--- src/rtl/seg7_scan_ctrl.sv ---
// -----------------------------------------------------------------------------
// seg7_scan_ctrl
//
// Multiplexed 7-segment scan controller for the board's LED digits, running
// on the divided 1 kHz display clock.
//
// Features: configurable digit count, PWM brightness, per-digit decimal
// points, per-digit blink, leading-zero suppression and a raw-segment mode.
// Display data is double-buffered. New data is swapped in only at frame
// boundaries, so a single frame never mixes old and new digits.
//
// Scan order: each digit owns 2^BRIGHT_W consecutive PWM slots. Digits are
// visited in order 0..DIGITS-1. One frame is DIGITS*2^BRIGHT_W cycles.
//
// Ports
//   clk_1k      in   display scan clock
//   rstn        in   asynchronous active-low reset
//   load        in   single-cycle strobe; captures data/raw/dp into pending
//   data        in   hex nibbles, digit k = data[4k+3:4k]
//   raw         in   raw active-low segment bytes, digit k = raw[8k+7:8k]
//   dp          in   decimal point enable per digit (hex mode)
//   raw_mode    in   0 = hex decode, 1 = raw bytes (live)
//   blank_lz    in   suppress leading zeros in hex mode (live)
//   blink_mask  in   digits that blink (live)
//   bright      in   brightness; digit lit in slots s <= bright (live)
//   seg         out  active-low segments, bit7 = DP (registered)
//   sel         out  active-low one-hot digit enable (registered)
//   frame_done  out  one-cycle pulse on the last slot of each frame
//
// Handshake: load is a plain strobe with no backpressure. Every cycle in
// which load is high overwrites the pending buffer, so the last load before
// a frame boundary wins.
// -----------------------------------------------------------------------------
module seg7_scan_ctrl #(
  parameter int DIGITS    = 8,
  parameter int BRIGHT_W  = 3,
  parameter int BLINK_DIV = 500
) (
  input  logic                  clk_1k,
  input  logic                  rstn,
  input  logic                  load,
  input  logic [4*DIGITS-1:0]   data,
  input  logic [8*DIGITS-1:0]   raw,
  input  logic [DIGITS-1:0]     dp,
  input  logic                  raw_mode,
  input  logic                  blank_lz,
  input  logic [DIGITS-1:0]     blink_mask,
  input  logic [BRIGHT_W-1:0]   bright,
  output logic [7:0]            seg,
  output logic [DIGITS-1:0]     sel,
  output logic                  frame_done
);

  localparam int KW  = (DIGITS > 1) ? $clog2(DIGITS) : 1;
  localparam int BCW = (BLINK_DIV > 1) ? $clog2(BLINK_DIV) : 1;

  // ---------------------------------------------------------------------------
  // State
  // ---------------------------------------------------------------------------
  logic [BRIGHT_W-1:0]  slot;        // PWM slot within the current digit
  logic [KW-1:0]        dig;         // digit currently being scanned
  logic [BCW-1:0]       blink_cnt;   // free-running blink divider
  logic                 blink_phase; // 1 = blinking digits are dark

  logic [4*DIGITS-1:0]  act_data;
  logic [8*DIGITS-1:0]  act_raw;
  logic [DIGITS-1:0]    act_dp;
  logic [4*DIGITS-1:0]  pend_data;
  logic [8*DIGITS-1:0]  pend_raw;
  logic [DIGITS-1:0]    pend_dp;
  logic                 pend_valid;

  // ---------------------------------------------------------------------------
  // Active-low hex decode, bit7 (DP) left off
  // ---------------------------------------------------------------------------
  function automatic logic [7:0] hex7(input logic [3:0] nib);
    logic [7:0] r;
    case (nib)
      4'h0: r = 8'hC0;
      4'h1: r = 8'hF9;
      4'h2: r = 8'hA4;
      4'h3: r = 8'hB0;
      4'h4: r = 8'h99;
      4'h5: r = 8'h92;
      4'h6: r = 8'h82;
      4'h7: r = 8'hF8;
      4'h8: r = 8'h80;
      4'h9: r = 8'h90;
      4'hA: r = 8'h88;
      4'hB: r = 8'h83;
      4'hC: r = 8'hC6;
      4'hD: r = 8'hA1;
      4'hE: r = 8'h86;
      default: r = 8'h8E;
    endcase
    return r;
  endfunction

  // ---------------------------------------------------------------------------
  // Buffer swap
  //
  // The swap happens at the edge that ends the frame_done cycle. That same
  // edge also registers slot 0 of digit 0 of the new frame. The display path
  // therefore looks through to the pending buffer while swapping, so the
  // first slot of the new frame already shows the new data.
  // ---------------------------------------------------------------------------
  logic                 swap;
  logic [4*DIGITS-1:0]  cur_data;
  logic [8*DIGITS-1:0]  cur_raw_vec;
  logic [DIGITS-1:0]    cur_dp;

  assign swap        = frame_done & pend_valid;
  assign cur_data    = swap ? pend_data : act_data;
  assign cur_raw_vec = swap ? pend_raw  : act_raw;
  assign cur_dp      = swap ? pend_dp   : act_dp;

  // ---------------------------------------------------------------------------
  // Per-digit selection
  //
  // zero_run walks from the top digit downward. It stays 1 while every
  // nibble seen so far is zero. When the walk reaches the current digit,
  // zero_run tells whether that digit is a leading zero.
  // ---------------------------------------------------------------------------
  logic [3:0] cur_nib;
  logic [7:0] cur_raw;
  logic       cur_dp_k;
  logic       cur_blink;
  logic       cur_lz;
  logic       zero_run;

  always_comb begin
    cur_nib   = 4'h0;
    cur_raw   = 8'hFF;
    cur_dp_k  = 1'b0;
    cur_blink = 1'b0;
    cur_lz    = 1'b0;
    zero_run  = 1'b1;
    for (int i = DIGITS - 1; i >= 0; i--) begin
      zero_run = zero_run & (cur_data[4*i +: 4] == 4'h0);
      if (dig == KW'(i)) begin
        cur_nib   = cur_data[4*i +: 4];
        cur_raw   = cur_raw_vec[8*i +: 8];
        cur_dp_k  = cur_dp[i];
        cur_blink = blink_mask[i];
        cur_lz    = zero_run;
      end
    end
  end

  // ---------------------------------------------------------------------------
  // Slot visibility and segment pattern
  // ---------------------------------------------------------------------------
  logic       pwm_on;
  logic       blink_blank;
  logic       lz_blank;
  logic       lit;
  logic [7:0] seg_val;
  logic       last_slot;

  assign pwm_on      = (slot <= bright);
  assign blink_blank = blink_phase & cur_blink;

  // Digit 0 always shows, so all-zero data displays a single "0".
  // A digit with its DP set is exempt from suppression.
  assign lz_blank    = ~raw_mode & blank_lz & (dig != '0) & ~cur_dp_k & cur_lz;
  assign lit         = pwm_on & ~blink_blank & ~lz_blank;

  assign seg_val     = raw_mode ? cur_raw
                                : (hex7(cur_nib) & {~cur_dp_k, 7'h7F});

  assign last_slot   = (slot == '1) && (dig == KW'(DIGITS - 1));

  // ---------------------------------------------------------------------------
  // Sequential logic
  // ---------------------------------------------------------------------------
  always_ff @(posedge clk_1k or negedge rstn) begin
    if (!rstn) begin
      slot        <= '0;
      dig         <= '0;
      blink_cnt   <= '0;
      blink_phase <= 1'b0;
      act_data    <= '0;
      act_raw     <= '0;
      act_dp      <= '0;
      pend_data   <= '0;
      pend_raw    <= '0;
      pend_dp     <= '0;
      pend_valid  <= 1'b0;
      seg         <= 8'hFF;
      sel         <= '1;
      frame_done  <= 1'b0;
    end else begin
      // Scan position: slot advances every cycle; digit advances on slot wrap.
      slot <= slot + 1'b1;
      if (slot == '1) begin
        if (dig == KW'(DIGITS - 1)) dig <= '0;
        else                        dig <= dig + 1'b1;
      end

      // Blink divider: phase toggles every BLINK_DIV cycles.
      if (blink_cnt == BCW'(BLINK_DIV - 1)) begin
        blink_cnt   <= '0;
        blink_phase <= ~blink_phase;
      end else begin
        blink_cnt   <= blink_cnt + 1'b1;
      end

      // Double buffer. A load on the swap edge lands in pending after the
      // old pending has moved to active, so it shows one frame later.
      if (swap) begin
        act_data <= pend_data;
        act_raw  <= pend_raw;
        act_dp   <= pend_dp;
      end
      if (load) begin
        pend_data  <= data;
        pend_raw   <= raw;
        pend_dp    <= dp;
        pend_valid <= 1'b1;
      end else if (swap) begin
        pend_valid <= 1'b0;
      end

      // Registered display outputs for the current scan position.
      if (lit) begin
        seg <= seg_val;
        sel <= ~(DIGITS'(1) << dig);
      end else begin
        seg <= 8'hFF;
        sel <= '1;
      end
      frame_done <= last_slot;
    end
  end

endmodule
--- config.mk ---
export PLATFORM = sky130hd
export DESIGN_NAME = seg7_scan_ctrl
export DESIGN_NICKNAME = d
export VERILOG_FILES = /design/src/rtl/seg7_scan_ctrl.sv
export SDC_FILE = /design/constraint.sdc
export NUM_CORES = 1
export LEC_CHECK = 0
export BUFFER_PORTS_ARGS = -buffer_cell sky130_fd_sc_hd__buf_2
export CAP_MARGIN = 20
export CORE_MARGIN = 3
export CORE_UTILIZATION = 51
export CTS_BUF_LIST = sky130_fd_sc_hd__clkbuf_8
export DETAILED_ROUTE_END_ITERATION = 8
export PLACE_DENSITY = 0.71
export SYNTH_ARGS = -nofsm -noshare
export SYNTH_HDL_FRONTEND = slang
export SYNTH_SLANG_ARGS = --single-unit
--- constraint.sdc ---
create_clock -name clk_1k -period 4.4 [get_ports clk_1k]
set_input_delay 0 -clock clk_1k [delete_from_list [all_inputs] [get_ports clk_1k]]
set_output_delay 0 -clock clk_1k [all_outputs]
set_load 0.02 [all_outputs]
==> impl_results.md <==
- Hold Vio Cnt, Final: 0
- Crit path DAT: 4.08 ns
- Boundary Pins: 137
- Initial antenna violation count: 0
- Syn avg cell area: roughly 13 um2
- Final Setup Violations: 0
- Post-DP HPWL: 18900 um
- Setup TNS: 0 ns
- Post-layout util: 65.1%
- # Post-CTS Setup Buffers: 0
- Routed wire length: 28000 um
- Routed vias: about 7900
- Post_cts resized: 0
- Power Density: 339 nW/um2
- Synth cell types: between 70 and 80
- Grt ovf: 0
- Worst slew pin tran: 1.03 ns
- Vias in the first global route: 8133
- Synth area leader: dfrtp_1
- Worst EP required: 4.81 ns
- Number of placement rows: 53
- Number of flops mapped to enable cells by yosys: 0
- Crit path time final: 3.67 ns
- Syn Inst Count: between 800 and 900
- Hold slack: 0.112 ns
- Antenna Cells: 0
- Vias/cell: 5.65
- Largest net degree at the start of global routing: 138
- Post-DRT Antenna Nets: 0
- Sequential area share after synthesis: between 50% and 60%
- Ys Warns: 0
- Initial Util: 52.3%
- Width of the die: approximately 150 um
- CTS tree: yes
- H-tree levels: 2
- Area Growth Syn to Fin: 24.5%
- Reg-to-reg slack, setup: ~0.73 ns
- Clk slew on worst S/H paths: 0.06 ns
- First-iteration detailed-routing DRC count: 714
- RSZ-0062 raised after global routing: no
- Wire length per cell: 20.0 um
- Layout cell share with drive strength beyond 1: 39.1%
- First-pass GRT wire length: about 45000 um
- Slew Limit Headroom: 31.1%
- Pre-Repair DR Iteration Count: 7
- Die H: around 150 um
- Max cap viols: 0
- PortBufs: 136
- Post-synth top flop: dfrtp_1
- CP Launch Type: flop
- Synthesized Nets: around 990
- Die ar.: roughly 23000 um2
- Root Buffer: clkbuf_8
- Status: completed
- Post-synth top area share: 51.2%
- Critical path type: flop to flop
- FMAX: 272 MHz
- Pleak: between 0.006 and 0.007 uW
- HP Class: primary input to flop
- #FFs+latches synth: 242
- CTS buffer count: 41
- Critical Path Fanout Max: 27
- CTS Buffer Depth: 3
- Synth Cell Area: 11100 um2
- Clk sink count: 242
- Async SR Flop Fraction: 100%
- Nets: about 1200
- CORE AREA: 21200 um2
- Largest cells by area after synthesis: dfrtp_1 (51%), mux2_2 (19%), dfstp_2 (3.8%)
- Final worst-path cycle share: 83.4%
- Global Route Usage Sum: 24.2%
- Clock Skew: about 0.023 ns
- Maximum vdd ir drop: 230 uV
- Final Slew Violations: 0
- DRC violations left: 0
- Crit. End Element: flop
- Worst skew pair latency: 0.54 ns
- RD Place Congestion: 0.931
[final cells by class]
type / instances / area (um2)
Clock buffer: 50 / 688
Clock inverter: 23 / 96.3
Fill cell: 1612 / 7390
Inverter: 26 / 97.6
Multi-Input combinational cell: 536 / 4610
Sequential cell: 242 / 6080
Tap cell: 275 / 344
Timing Repair Buffer: 253 / 1850
[where the power goes]
| group | total (uW) | switching, uW | internal, uW | leakage [uW] |
|---|---|---|---|---|
| registers | 2420 | 82.6 | 2330 | 0.00306 |
| clock network | 1910 | 888 | 1020 | 0.000470 |
| logic | 341 | 140 | 201 | 0.00314 |
| total | 4670 | 1110 | 3560 | 0.00667 |
[cells by family (layout without fill, tap and decap cells)]
group	Yosys count	count (layout)	synth area share, %
multiplexers	202	202	20.7
flip-flops	242	242	55.0
adder cells (fa/ha/maj)	20	20	2.26
buffers and inverters	75	352	3.32
AO/OA/AOI/OAI	160	160	11.1
AND/OR/NAND/NOR	149	149	7.24
XOR/XNOR	5	5	0.396
[metal layers]
metal	wire (um)	GRT usage, %	share of wire [%]	vias up
met5	0	0	0	-
li1	-	-	-	3637
met1	12600	34.0	45	4005
met3	1530	4.98	5.5	46
met2	13200	38.4	47	249
met4	669	7.34	2.4	0
[what timing repair did]
item                                    in CTS  in global routing
hold buffers                               107                  0
endpoints found under the setup margin       0                  0
endpoints found under the hold margin      235                  0
[placed cells by master, fill, tap and decap left out, drive strengths merged, types with 4 or more instances in the layout]
| cell type | instances |
|---|---|
| dfrtp | 226 |
| mux2 | 190 |
| buf | 146 |
| dlygate4sd3 | 107 |
| clkbuf | 50 |
| inv | 43 |
| nand2 | 39 |
| o21ai | 30 |
| nor2 | 23 |
| a21oi | 22 |
| ha | 20 |
| dfstp | 16 |
| and3 | 15 |
| nand3 | 12 |
| mux2i | 12 |
| nor4 | 12 |
| o211ai | 12 |
| or2 | 11 |
| o221ai | 10 |
| a21boi | 9 |
| a31oi | 9 |
| nor2b | 8 |
| a211oi | 7 |
| and2 | 7 |
| o2111ai | 6 |
| nand4 | 5 |
| a21o | 5 |
| clkinv | 5 |
| o221a | 5 |
| nand3b | 4 |
| nand2b | 4 |
| o21a | 4 |
| nor3 | 4 |
| a21bo | 4 |
| a221oi | 4 |
| a31o | 4 |
[path summary, 6_finish.rpt]
path | start | to | depth (start not counted)
min in group asynchronous | rstn | pend_raw[29]$_DFFE_PN0P_ | 2
worst max-delay path | dig[2]$_DFFE_PN0N_ | seg[3]$_DFF_PN1_ | 11
worst max register to register | dig[2]$_DFFE_PN0N_ | seg[3]$_DFF_PN1_ | 11
max in group asynchronous | rstn | pend_data[14]$_DFFE_PN0P_ | 3
worst min-delay path | blink_mask[3] | sel[2]$_DFF_PN1_ | 5
worst min register to register | slot[0]$_DFF_PN0_ | slot[0]$_DFF_PN0_ | 1
[registers in the layout, indices dropped and copies added (netlist names)]
name	cells
act_data	32
pend_raw	64
blink_cnt	9
pend_data	32
seg	8
act_dp	8
frame_done	1
sel	8
slot	3
dig	3
pend_dp	8
blink_phase	1
pend_valid	1
act_raw	64
[stage by stage]
| step | cells | instance area [um2] | power (uW) | setup WS [ns] |
|---|---|---|---|---|
| floorplan | 853 | 11100 | 2550 | 1.58 |
| global placement | 1225 | 11900 | 2720 | 1.02 |
| detailed placement | 1225 | 11900 | 2720 | 0.844 |
| CTS | 1405 | 13800 | 4710 | 0.805 |
| global route | 1405 | 13800 | 4870 | 0.355 |
| finish | 1405 | 13800 | 4670 | 0.730 |
[worst max-delay path, cell delays in order, from the launching register on]
cell and delay [ns]:
dfrtp_1 0.78, inv_1 0.20, ha_1 0.37, inv_1 0.38, nand2_1 0.26, o221a_2 0.37, a31oi_4 0.27, inv_1 0.14
ha_1 0.26, mux2_2 0.27, mux2i_1 0.14, o211ai_1 0.09
[synth_stat cells (15+ instances only)]
| master | instances |
|---|---|
| dfstp_2 | 16 |
| a21oi_1 | 22 |
| dfrtp_1 | 226 |
| and3_1 | 15 |
| ha_1 | 20 |
| inv_1 | 26 |
| nor2_1 | 23 |
| clkbuf_1 | 28 |
| nand2_1 | 37 |
| mux2_2 | 183 |
| o21ai_0 | 29 |
Note: power is estimated with default switching activity, not from simulation.
